--- config.mk ---
export PLATFORM = sky130hd
export DESIGN_NAME = cmac_msg_packer_flat
export DESIGN_NICKNAME = d
export VERILOG_FILES = /design/src/rtl/cmac_msg_packer_if.sv /design/src/rtl/cmac_msg_packer.sv /design/src/flat_wrapper.sv
export SDC_FILE = /design/constraint.sdc
export NUM_CORES = 1
export LEC_CHECK = 0
export CAP_MARGIN = 20
export CORE_MARGIN = 2
export CORE_UTILIZATION = 50
export CTS_CLUSTER_DIAMETER = 150
export DETAILED_ROUTE_END_ITERATION = 8
export GPL_TIMING_DRIVEN = 0
export PLACE_DENSITY = 0.8
export SLEW_MARGIN = 25
export SYNTH_ARGS = -nofsm -noshare
export SYNTH_HDL_FRONTEND = slang
export SYNTH_SLANG_ARGS = --single-unit
--- constraint.sdc ---
create_clock -name CLK -period 15.97 [get_ports CLK]
set_clock_uncertainty 0.1 [all_clocks]
set_input_delay 1.597 -clock CLK [delete_from_list [all_inputs] [get_ports CLK]]
set_output_delay 1.597 -clock CLK [all_outputs]
set_load 0.05 [all_outputs]
--- src/rtl/cmac_msg_packer_if.sv ---
// Byte-stream input and CMAC_Top block-load bundle for cmac_msg_packer.
interface cmac_msg_packer_if #(
    parameter int unsigned CNT_W = 16
);
    logic             in_valid;
    logic [7:0]       in_data;
    logic             in_last;
    logic             in_ready;
    logic             empty_req;
    logic             Done;
    logic             ld_Block;
    logic [127:0]     TextIn;
    logic             Last_Block;
    logic [7:0]       Last_Block_Len;
    logic             tag_valid;
    logic [CNT_W-1:0] blk_cnt;
    logic [CNT_W-1:0] msg_cnt;

    modport master (
        output in_valid, in_data, in_last, empty_req, Done,
        input  in_ready, ld_Block, TextIn, Last_Block, Last_Block_Len, tag_valid, blk_cnt, msg_cnt
    );

    modport slave (
        input  in_valid, in_data, in_last, empty_req, Done,
        output in_ready, ld_Block, TextIn, Last_Block, Last_Block_Len, tag_valid, blk_cnt, msg_cnt
    );
endinterface

--- src/rtl/cmac_msg_packer.sv ---
// Packs a valid/ready byte stream into 128-bit CMAC_Top blocks and paces issue on the core's Done.
// Optional block/tag statistics counters are built when CMAC_PKR_STATS_EN is defined.
module cmac_msg_packer #(
    parameter int unsigned CNT_W = 16
) (
    input  logic             CLK,
    input  logic             Rst,
    cmac_msg_packer_if.slave bus
);
    localparam int unsigned BLK_W = 128;

    typedef enum logic [1:0] {IDLE, LOAD, WAIT_HI, WAIT_LO} state_t;

    state_t            state, state_next;
    logic [BLK_W-1:0]  acc_data, acc_data_n, wr_data;
    logic [4:0]        acc_cnt, acc_cnt_n, wr_cnt;
    logic              acc_pend, acc_pend_n;
    logic              acc_last, acc_last_n;
    logic [BLK_W-1:0]  hold_data, hold_data_n;
    logic              hold_last, hold_last_n;
    logic [7:0]        hold_len, hold_len_n;
    logic              hold_occ, hold_occ_n;
    logic              accept, hold_avail;
    logic [6:0]        byte_pos;
    logic              load_c, tag_c;

    // Accumulator / holding-register next state; acc_pend marks a closed block stuck behind a full holding reg
    always_comb begin
        accept      = bus.in_valid & bus.in_ready;
        hold_avail  = ~hold_occ | (state == LOAD);
        acc_data_n  = acc_data;
        acc_cnt_n   = acc_cnt;
        acc_pend_n  = acc_pend;
        acc_last_n  = acc_last;
        hold_data_n = hold_data;
        hold_last_n = hold_last;
        hold_len_n  = hold_len;
        hold_occ_n  = hold_occ & (state != LOAD);
        byte_pos    = 7'd120 - {acc_cnt[3:0], 3'b000};
        wr_cnt      = acc_cnt + 5'd1;
        wr_data     = acc_data;
        wr_data[byte_pos +: 8] = bus.in_data;

        if (acc_pend) begin
            if (hold_avail) begin
                hold_data_n = acc_data;
                hold_last_n = acc_last;
                hold_len_n  = {acc_cnt, 3'b000};
                hold_occ_n  = 1'b1;
                acc_data_n  = '0;
                acc_cnt_n   = 5'd0;
                acc_pend_n  = 1'b0;
                acc_last_n  = 1'b0;
            end
        end else if (accept) begin
            if (bus.in_last || (acc_cnt == 5'd15)) begin
                if (hold_avail) begin
                    hold_data_n = wr_data;
                    hold_last_n = bus.in_last;
                    hold_len_n  = {wr_cnt, 3'b000};
                    hold_occ_n  = 1'b1;
                    acc_data_n  = '0;
                    acc_cnt_n   = 5'd0;
                end else begin
                    acc_data_n  = wr_data;
                    acc_cnt_n   = wr_cnt;
                    acc_pend_n  = 1'b1;
                    acc_last_n  = bus.in_last;
                end
            end else begin
                acc_data_n = wr_data;
                acc_cnt_n  = wr_cnt;
            end
        end else if (bus.empty_req && (acc_cnt == 5'd0) && !hold_occ) begin
            hold_data_n = '0;
            hold_last_n = 1'b1;
            hold_len_n  = 8'd0;
            hold_occ_n  = 1'b1;
        end
    end

    // Issue FSM; a pending block after Done falls goes straight to LOAD
    always_comb begin
        state_next = state;
        load_c     = 1'b0;
        tag_c      = 1'b0;
        case (state)
            IDLE:    if (hold_occ) state_next = LOAD;
            LOAD:    state_next = WAIT_HI;
            WAIT_HI: if (bus.Done) state_next = WAIT_LO;
            WAIT_LO: if (!bus.Done) begin
                state_next = hold_occ ? LOAD : IDLE;
                tag_c      = bus.Last_Block;
            end
            default: state_next = IDLE;
        endcase
        load_c = (state_next == LOAD);
    end

    always_ff @(posedge CLK or posedge Rst) begin
        if (Rst) state <= IDLE;
        else     state <= state_next;
    end

    always_ff @(posedge CLK or posedge Rst) begin
        if (Rst) begin
            acc_data           <= '0;
            acc_cnt            <= 5'd0;
            acc_pend           <= 1'b0;
            acc_last           <= 1'b0;
            hold_data          <= '0;
            hold_last          <= 1'b0;
            hold_len           <= 8'd0;
            hold_occ           <= 1'b0;
            bus.in_ready       <= 1'b1;
            bus.ld_Block       <= 1'b0;
            bus.TextIn         <= '0;
            bus.Last_Block     <= 1'b0;
            bus.Last_Block_Len <= 8'd0;
            bus.tag_valid      <= 1'b0;
        end else begin
            acc_data           <= acc_data_n;
            acc_cnt            <= acc_cnt_n;
            acc_pend           <= acc_pend_n;
            acc_last           <= acc_last_n;
            hold_data          <= hold_data_n;
            hold_last          <= hold_last_n;
            hold_len           <= hold_len_n;
            hold_occ           <= hold_occ_n;
            bus.in_ready       <= ~acc_pend_n;
            bus.ld_Block       <= load_c;
            bus.tag_valid      <= tag_c;
            if (load_c) begin
                bus.TextIn         <= hold_data;
                bus.Last_Block     <= hold_last;
                bus.Last_Block_Len <= hold_len;
            end
        end
    end

`ifdef CMAC_PKR_STATS_EN
    logic [CNT_W-1:0] blk_q, msg_q;

    always_ff @(posedge CLK or posedge Rst) begin
        if (Rst) begin
            blk_q <= '0;
            msg_q <= '0;
        end else begin
            if (bus.ld_Block)  blk_q <= blk_q + CNT_W'(1);
            if (bus.tag_valid) msg_q <= msg_q + CNT_W'(1);
        end
    end

    assign bus.blk_cnt = blk_q;
    assign bus.msg_cnt = msg_q;
`else
    assign bus.blk_cnt = CNT_W'(0);
    assign bus.msg_cnt = CNT_W'(0);
`endif
endmodule

--- src/flat_wrapper.sv ---
// flat-port wrapper written by rule: the top's interface ports become plain ports
module cmac_msg_packer_flat 
#(
    parameter int unsigned CNT_W = 16
)
  (CLK, Rst, bus_in_valid, bus_in_data, bus_in_last, bus_empty_req, bus_Done, bus_in_ready, bus_ld_Block, bus_TextIn, bus_Last_Block, bus_Last_Block_Len, bus_tag_valid, bus_blk_cnt, bus_msg_cnt);
  cmac_msg_packer_if #(.CNT_W(CNT_W)) bus_i ();
  input  logic CLK;
  input  logic Rst;
  input wire logic [$bits(bus_i.in_valid)-1:0] bus_in_valid;
  input wire logic [$bits(bus_i.in_data)-1:0] bus_in_data;
  input wire logic [$bits(bus_i.in_last)-1:0] bus_in_last;
  input wire logic [$bits(bus_i.empty_req)-1:0] bus_empty_req;
  input wire logic [$bits(bus_i.Done)-1:0] bus_Done;
  output wire logic [$bits(bus_i.in_ready)-1:0] bus_in_ready;
  output wire logic [$bits(bus_i.ld_Block)-1:0] bus_ld_Block;
  output wire logic [$bits(bus_i.TextIn)-1:0] bus_TextIn;
  output wire logic [$bits(bus_i.Last_Block)-1:0] bus_Last_Block;
  output wire logic [$bits(bus_i.Last_Block_Len)-1:0] bus_Last_Block_Len;
  output wire logic [$bits(bus_i.tag_valid)-1:0] bus_tag_valid;
  output wire logic [$bits(bus_i.blk_cnt)-1:0] bus_blk_cnt;
  output wire logic [$bits(bus_i.msg_cnt)-1:0] bus_msg_cnt;
  assign bus_i.in_valid = bus_in_valid;
  assign bus_i.in_data = bus_in_data;
  assign bus_i.in_last = bus_in_last;
  assign bus_i.empty_req = bus_empty_req;
  assign bus_i.Done = bus_Done;
  assign bus_in_ready = bus_i.in_ready;
  assign bus_ld_Block = bus_i.ld_Block;
  assign bus_TextIn = bus_i.TextIn;
  assign bus_Last_Block = bus_i.Last_Block;
  assign bus_Last_Block_Len = bus_i.Last_Block_Len;
  assign bus_tag_valid = bus_i.tag_valid;
  assign bus_blk_cnt = bus_i.blk_cnt;
  assign bus_msg_cnt = bus_i.msg_cnt;
  cmac_msg_packer #(.CNT_W(CNT_W)) u_core (.CLK(CLK), .Rst(Rst), .bus(bus_i));
endmodule
After elaboration in Yosys (flattened, before gate mapping)
Index checks and enable logic that the tools add are counted.

Add/sub/neg operators: 3. Multiply operators: 0. Divide/modulo/power cells: 0. $lt $le $gt $ge: 0. Eq/ne operators: 10. Shift-type cells: 2. Multiplexer cells: 50. Bitwise logic cells: 5. Reductions and logical operators: 12.

Operators by type and width (number): 128-bit two-way mux (11); 128-bit bitwise mux (1); 8-bit by 9-bit variable shift with 128-bit output (first input constant) (1); 8-bit by 9-bit variable part select with 128-bit output (1); 8-bit two-way mux (6); 5-bit two-way mux (5); 1-bit two-way mux (23); 7-bit negator with 9-bit output (1); 2-bit one-hot mux with 4 select lines (1); 4-bit AND reduction (2); 7-bit subtractor (first input constant) (1); 2-bit two-way mux (3); 5-bit by 1-bit adder with 5-bit output (second input constant) (1); 5-bit by 4-bit == test with 1-bit output (second input constant) (1); 5-bit zero test (1); 2-bit by 1-bit == test with 1-bit output (second input constant) (2); 2-bit == test (second input constant) (2); 2-bit by 1-bit inequality test with 1-bit output (second input constant) (2); 2-bit inequality test (second input constant) (2); 2-bit nonzero test (2); 3-bit by 2-bit inequality test with 1-bit output (second input constant) (1); 3-bit nonzero test (1); 1-bit AND (2); 1-bit logical AND (2); 6 further kinds (7).

Register bits: 415. Latch bits: 0. Memory bits (writable): 0. Bits in read-only memories: 0. Input port bits: 14. Memories kept: 0.

Longest topological paths before layout
Depth in word-level cells: 8. Gate-level depth with buffers: 13. Depth with buffers taken out: 9.

Worst setup path before layout
No wires, ideal clock.

Path kind: input to register. Start: input bus_in_valid. End: register u_core.hold_data[40]. Arrival: 2898 ps. Data required time: 15732 ps. Slack: 12834 ps. Stages on the path: 7. Cell sequence: and2_1 > buf_2 > a21oi_1 > o22ai_2 > nand2_2 > clkbuf_1 > o211ai_1.

Word-level cells in the longest chain between the ends: 3.

Ends and longest elaborated chain: from (decl) (RTL line flat_wrapper.sv:10) `input wire logic [$bits(bus_i.in_valid)-1:0] bus_in_valid;`; 1-bit AND (*) (RTL line cmac_msg_packer.sv:29) `accept = bus.in_valid & bus.in_ready;`; 3-bit by 2-bit inequality test with 1-bit output (no source line) (tied with other cells); 4-bit AND reduction (no source line) or 128-bit two-way mux (tied branches); to (signal assigned) (RTL line cmac_msg_packer.sv:126) `hold_data <= hold_data_n;`; to (decl) (RTL line cmac_msg_packer.sv:19) `logic [BLK_W-1:0] hold_data, hold_data_n;`.

Mark *: on every way between the ends. The rest lies on a longest branch, timed or not. A chain may end at the register's enable or synchronous reset.

Final worst setup path
Ends and elaborated chain as after synthesis.

==> impl_metrics.tcl <==
set metrics [dict create \
    outcome "finished clean" \
    fp-row-count 68 \
    wirelength_mm 46.4 \
    tightestPinTransition_ns 0.884 \
    critPathRequiredTime_ns 16.26 \
    p_leak_nw 9.55 \
    synth_seq_area_share_pct 58.4 \
    dr.pass1.iters 5 \
    critPathKind "input pin to flip-flop" \
    setup_viol 0 \
    maxCapViolCount 0 \
    r2r_end "u_core.hold_data[40]$_DFFE_PP0P_" \
    critPathBufInv 3 \
    yosysMostFrequentCell "dfrtp_1" \
    io_pins 186 \
    cp_slowest_cell "clkbuf_1" \
    io_buffers 146 \
    p_int_mw 2.40 \
    synth_edf_count 0 \
    die_w_um 191 \
    crit_family "buffers and inverters" \
    die_h_um 191 \
    final_nets 1769 \
    cts_sinks 409 \
    dp_hpwl_mm 32.0 \
    drv_slew 0 \
    insertion_delay_ns 0.53 \
    ys_types 56 \
    num_vias 13200 \
    syn_avg_cell_area_um2 11.5 \
    startpoint_type "input pin" \
    start_util_pct 50.7 \
    whs_path_depth 2 \
    drt_iter0_drc 1057 \
    ant_nets 0 \
    fin_tns_setup_ns 0 \
    htree_levels 2 \
    synth_adder_area_share_pct 0.286 \
    grt_pass1_vias 13000 \
    grt_util_all_layers_pct 25.5 \
    post_cts_buffers 0 \
    synthFlopType "dfrtp_1" \
    synth.area.top_cells "dfrtp_1, mux2_2, a22o_1" \
    power_frac_clock_pct 23.8 \
    die_area_mm2 0.0365 \
    critPathLaunch "bus_in_valid" \
    core_mm2 0.0345 \
    reg2reg_from "u_core.acc_cnt[0]$_DFFE_PP0P_" \
    hold_viol 0 \
    arrival_ns 4.19 \
    clock_path_buffers 3 \
    comb_power_share_pct 40.7 \
    drive_gt1_share_pct 16.1 \
    finalCritPeriodShare_pct 24.4 \
    p_per_area_mw_per_mm2 192 \
    grt_pass1_wl_mm 72.7 \
    synth_xor_area_share_pct 0.100 \
    relSlewSlack_pct 41.1 \
    cts_hold_buf 0 \
    fin_hold_ws_ns 0.392 \
    r2r_setup_slack_ns 12.33 \
    drc 0 \
    p_sw_share_pct 41.0 \
    synth-simple-area-share_pct 10.1 \
    fin_crit_ns 3.90 \
    placed_cells 2163 \
    p_switching_mw 1.67 \
    fin_util_pct 61.3 \
    crit_chain "clkdlybuf4s50_1 -> and2_1 -> buf_2 -> a21oi_1 -> o22ai_2 -> nand2_2 -> clkbuf_1 -> o211ai_1" \
    synth_top_family_by_area "compound AO/OA/AOI/OAI gates" \
    cts.clk_slew.worst_paths_ns 0.06 \
    hp-class "flip-flop to flip-flop" \
    cp_max_fo 10 \
    routedWlPerCell_um 20.8 \
    grt_max_degree 104 \
    final_cells 2236 \
    vdd_drop_max_mv 0.117 \
    area_growth_pct 20.9 \
    synth_cells 1524 \
    end_kind "flip-flop" \
    async_reset_ff_share_pct 100 \
    ys_ff_latch 409 \
    seq_power_share_pct 35.5 \
    critPathMaxStageDelay_ns 0.52 \
    rr_worst_depth 11 \
    synth.cell_area_mm2 0.0175 \
    via_per_inst 5.89 \
    max_freq_mhz 256 \
    netlist.area_leader.share_pct 58.3 \
    hold_path.startpoint "u_core.hold_len[6]$_DFFE_PP0P_" \
    rsz0062_at_grt "no" \
    cts-resized-gates 0 \
    synth.area.mux_share_pct 12.3 \
    yosysTopAreaCell "dfrtp_1" \
    gp_congestion 0.915 \
    cts_tree "done" \
    hold_end "u_core.hold_len[6]$_DFFE_PP0P_" \
    grt-ovfl-total 0 \
    synth_compound_area_share_pct 14.3 \
    yosysWarnings 0 \
    synth_common_cells "dfrtp_1, nand2_1, mux2_2, nor2_1, a22o_1" \
    cts-root-buf "clkbuf_16" \
    cts_made_buffers 41 \
    antenna_found_initial 1 \
]
how the worst max path moves through the flow:
stage,end,slack [ns],depth (start not counted)
detailed placement,u_core.hold_data[40]$_DFFE_PP0P_,11.66,8
global route,u_core.hold_data[40]$_DFFE_PP0P_,11.97,8
global placement,u_core.bus.TextIn[101]$_DFFE_PP0P_,-1.44,2
CTS,u_core.hold_data[40]$_DFFE_PP0P_,12.17,8
finish,u_core.hold_data[40]$_DFFE_PP0P_,12.07,8
floorplan,u_core.acc_cnt[0]$_DFFE_PP0P_,2.90,1
sequential cells by signal (all words and copies together) (netlist names):
name / flops
u_core.acc_pend: 1
u_core.bus.Last_Block: 1
u_core.bus.ld_Block: 1
u_core.acc_last: 1
u_core.hold_len: 5
u_core.hold_data: 128
u_core.bus.in_ready: 1
u_core.state: 2
u_core.acc_data: 128
u_core.bus.Last_Block_Len: 5
u_core.bus.tag_valid: 1
u_core.bus.TextIn: 128
u_core.hold_last: 1
u_core.hold_occ: 1
u_core.acc_cnt: 5
worst register-to-register path, cell delays in order, from the launching register on:
cell,delay (ns)
dfrtp_1,0.47
ha_1,0.31
buf_4,0.20
nand3_1,0.13
inv_1,0.07
ha_1,0.20
or2_2,0.34
a21oi_1,0.28
o22ai_2,0.27
nand2_2,0.40
clkbuf_1,0.53
o211ai_1,0.19
per-stage QoR:
stage / power, mW / setup WS (ns) / area (µm²)
4_1_cts: 4.07 / 12.17 / 21200
5_1_grt: 4.26 / 11.97 / 21200
2_1_floorplan: 2.55 / 2.90 / 17600
3_3_place_gp: 3.05 / -1.44 / 19700
3_5_place_dp: 3.10 / 11.66 / 19800
6_report: 4.07 / 12.07 / 21200
cell type report:
type / count / area, µm²
timing repair buffer: 150 / 1570
clock inverter: 7 / 68.8
multi-input combinational: 990 / 6630
tap: 455 / 569
sequential: 409 / 10200
antenna: 1 / 2.50
buffer: 148 / 743
clock buffer: 65 / 1300
inverter: 11 / 48.8
fill: 2748 / 13400
power by group through the flow:
stage | registers, mW | logic [mW] | clock network (mW)
4_1_cts | 1.44 | 1.65 | 0.975
3_5_place_dp | 1.46 | 1.64 | 0
2_1_floorplan | 1.74 | 0.805 | 0
6_report | 1.44 | 1.66 | 0.968
5_1_grt | 1.47 | 1.77 | 1.02
3_3_place_gp | 1.45 | 1.60 | 0
routing by layer:
metal  track usage, %  share of wire [%]  up-vias
met3             4.94                8.3      117
li1                 -                  -     5851
met5                0                  0        -
met2             40.1                 46      640
met4             10.1                3.8        0
met1             35.1                 42     6557
logic make-up after synthesis:
group           after synthesis
compound gates              348
xor+xnor                      2
fa+ha+maj                     4
buf+inv                     159
flops                       409
mux                         198
other cells                   1
simple gates                403
placed cells by master (no fill, tap or decap), drive strengths merged, types with 4 or more instances in the layout:
cell type      netlist  final
conb                 1     35
inv                 11     12
o21ai               86     86
a21o                 9      9
mux2i               64     64
o211ai              75     75
a21oi               33     33
a221oi              41     41
nand3               76     76
nand2              158    158
clkbuf              68    133
a22o                80     80
nor2               117    117
buf                 80     84
a32oi                8      8
ha                   4      4
nor3                 7      7
and2                24     24
clkdlybuf4s50        0    146
mux2               134    134
dfrtp              408    408
nand2b               4      4
(Power assumes the default switching activity.)
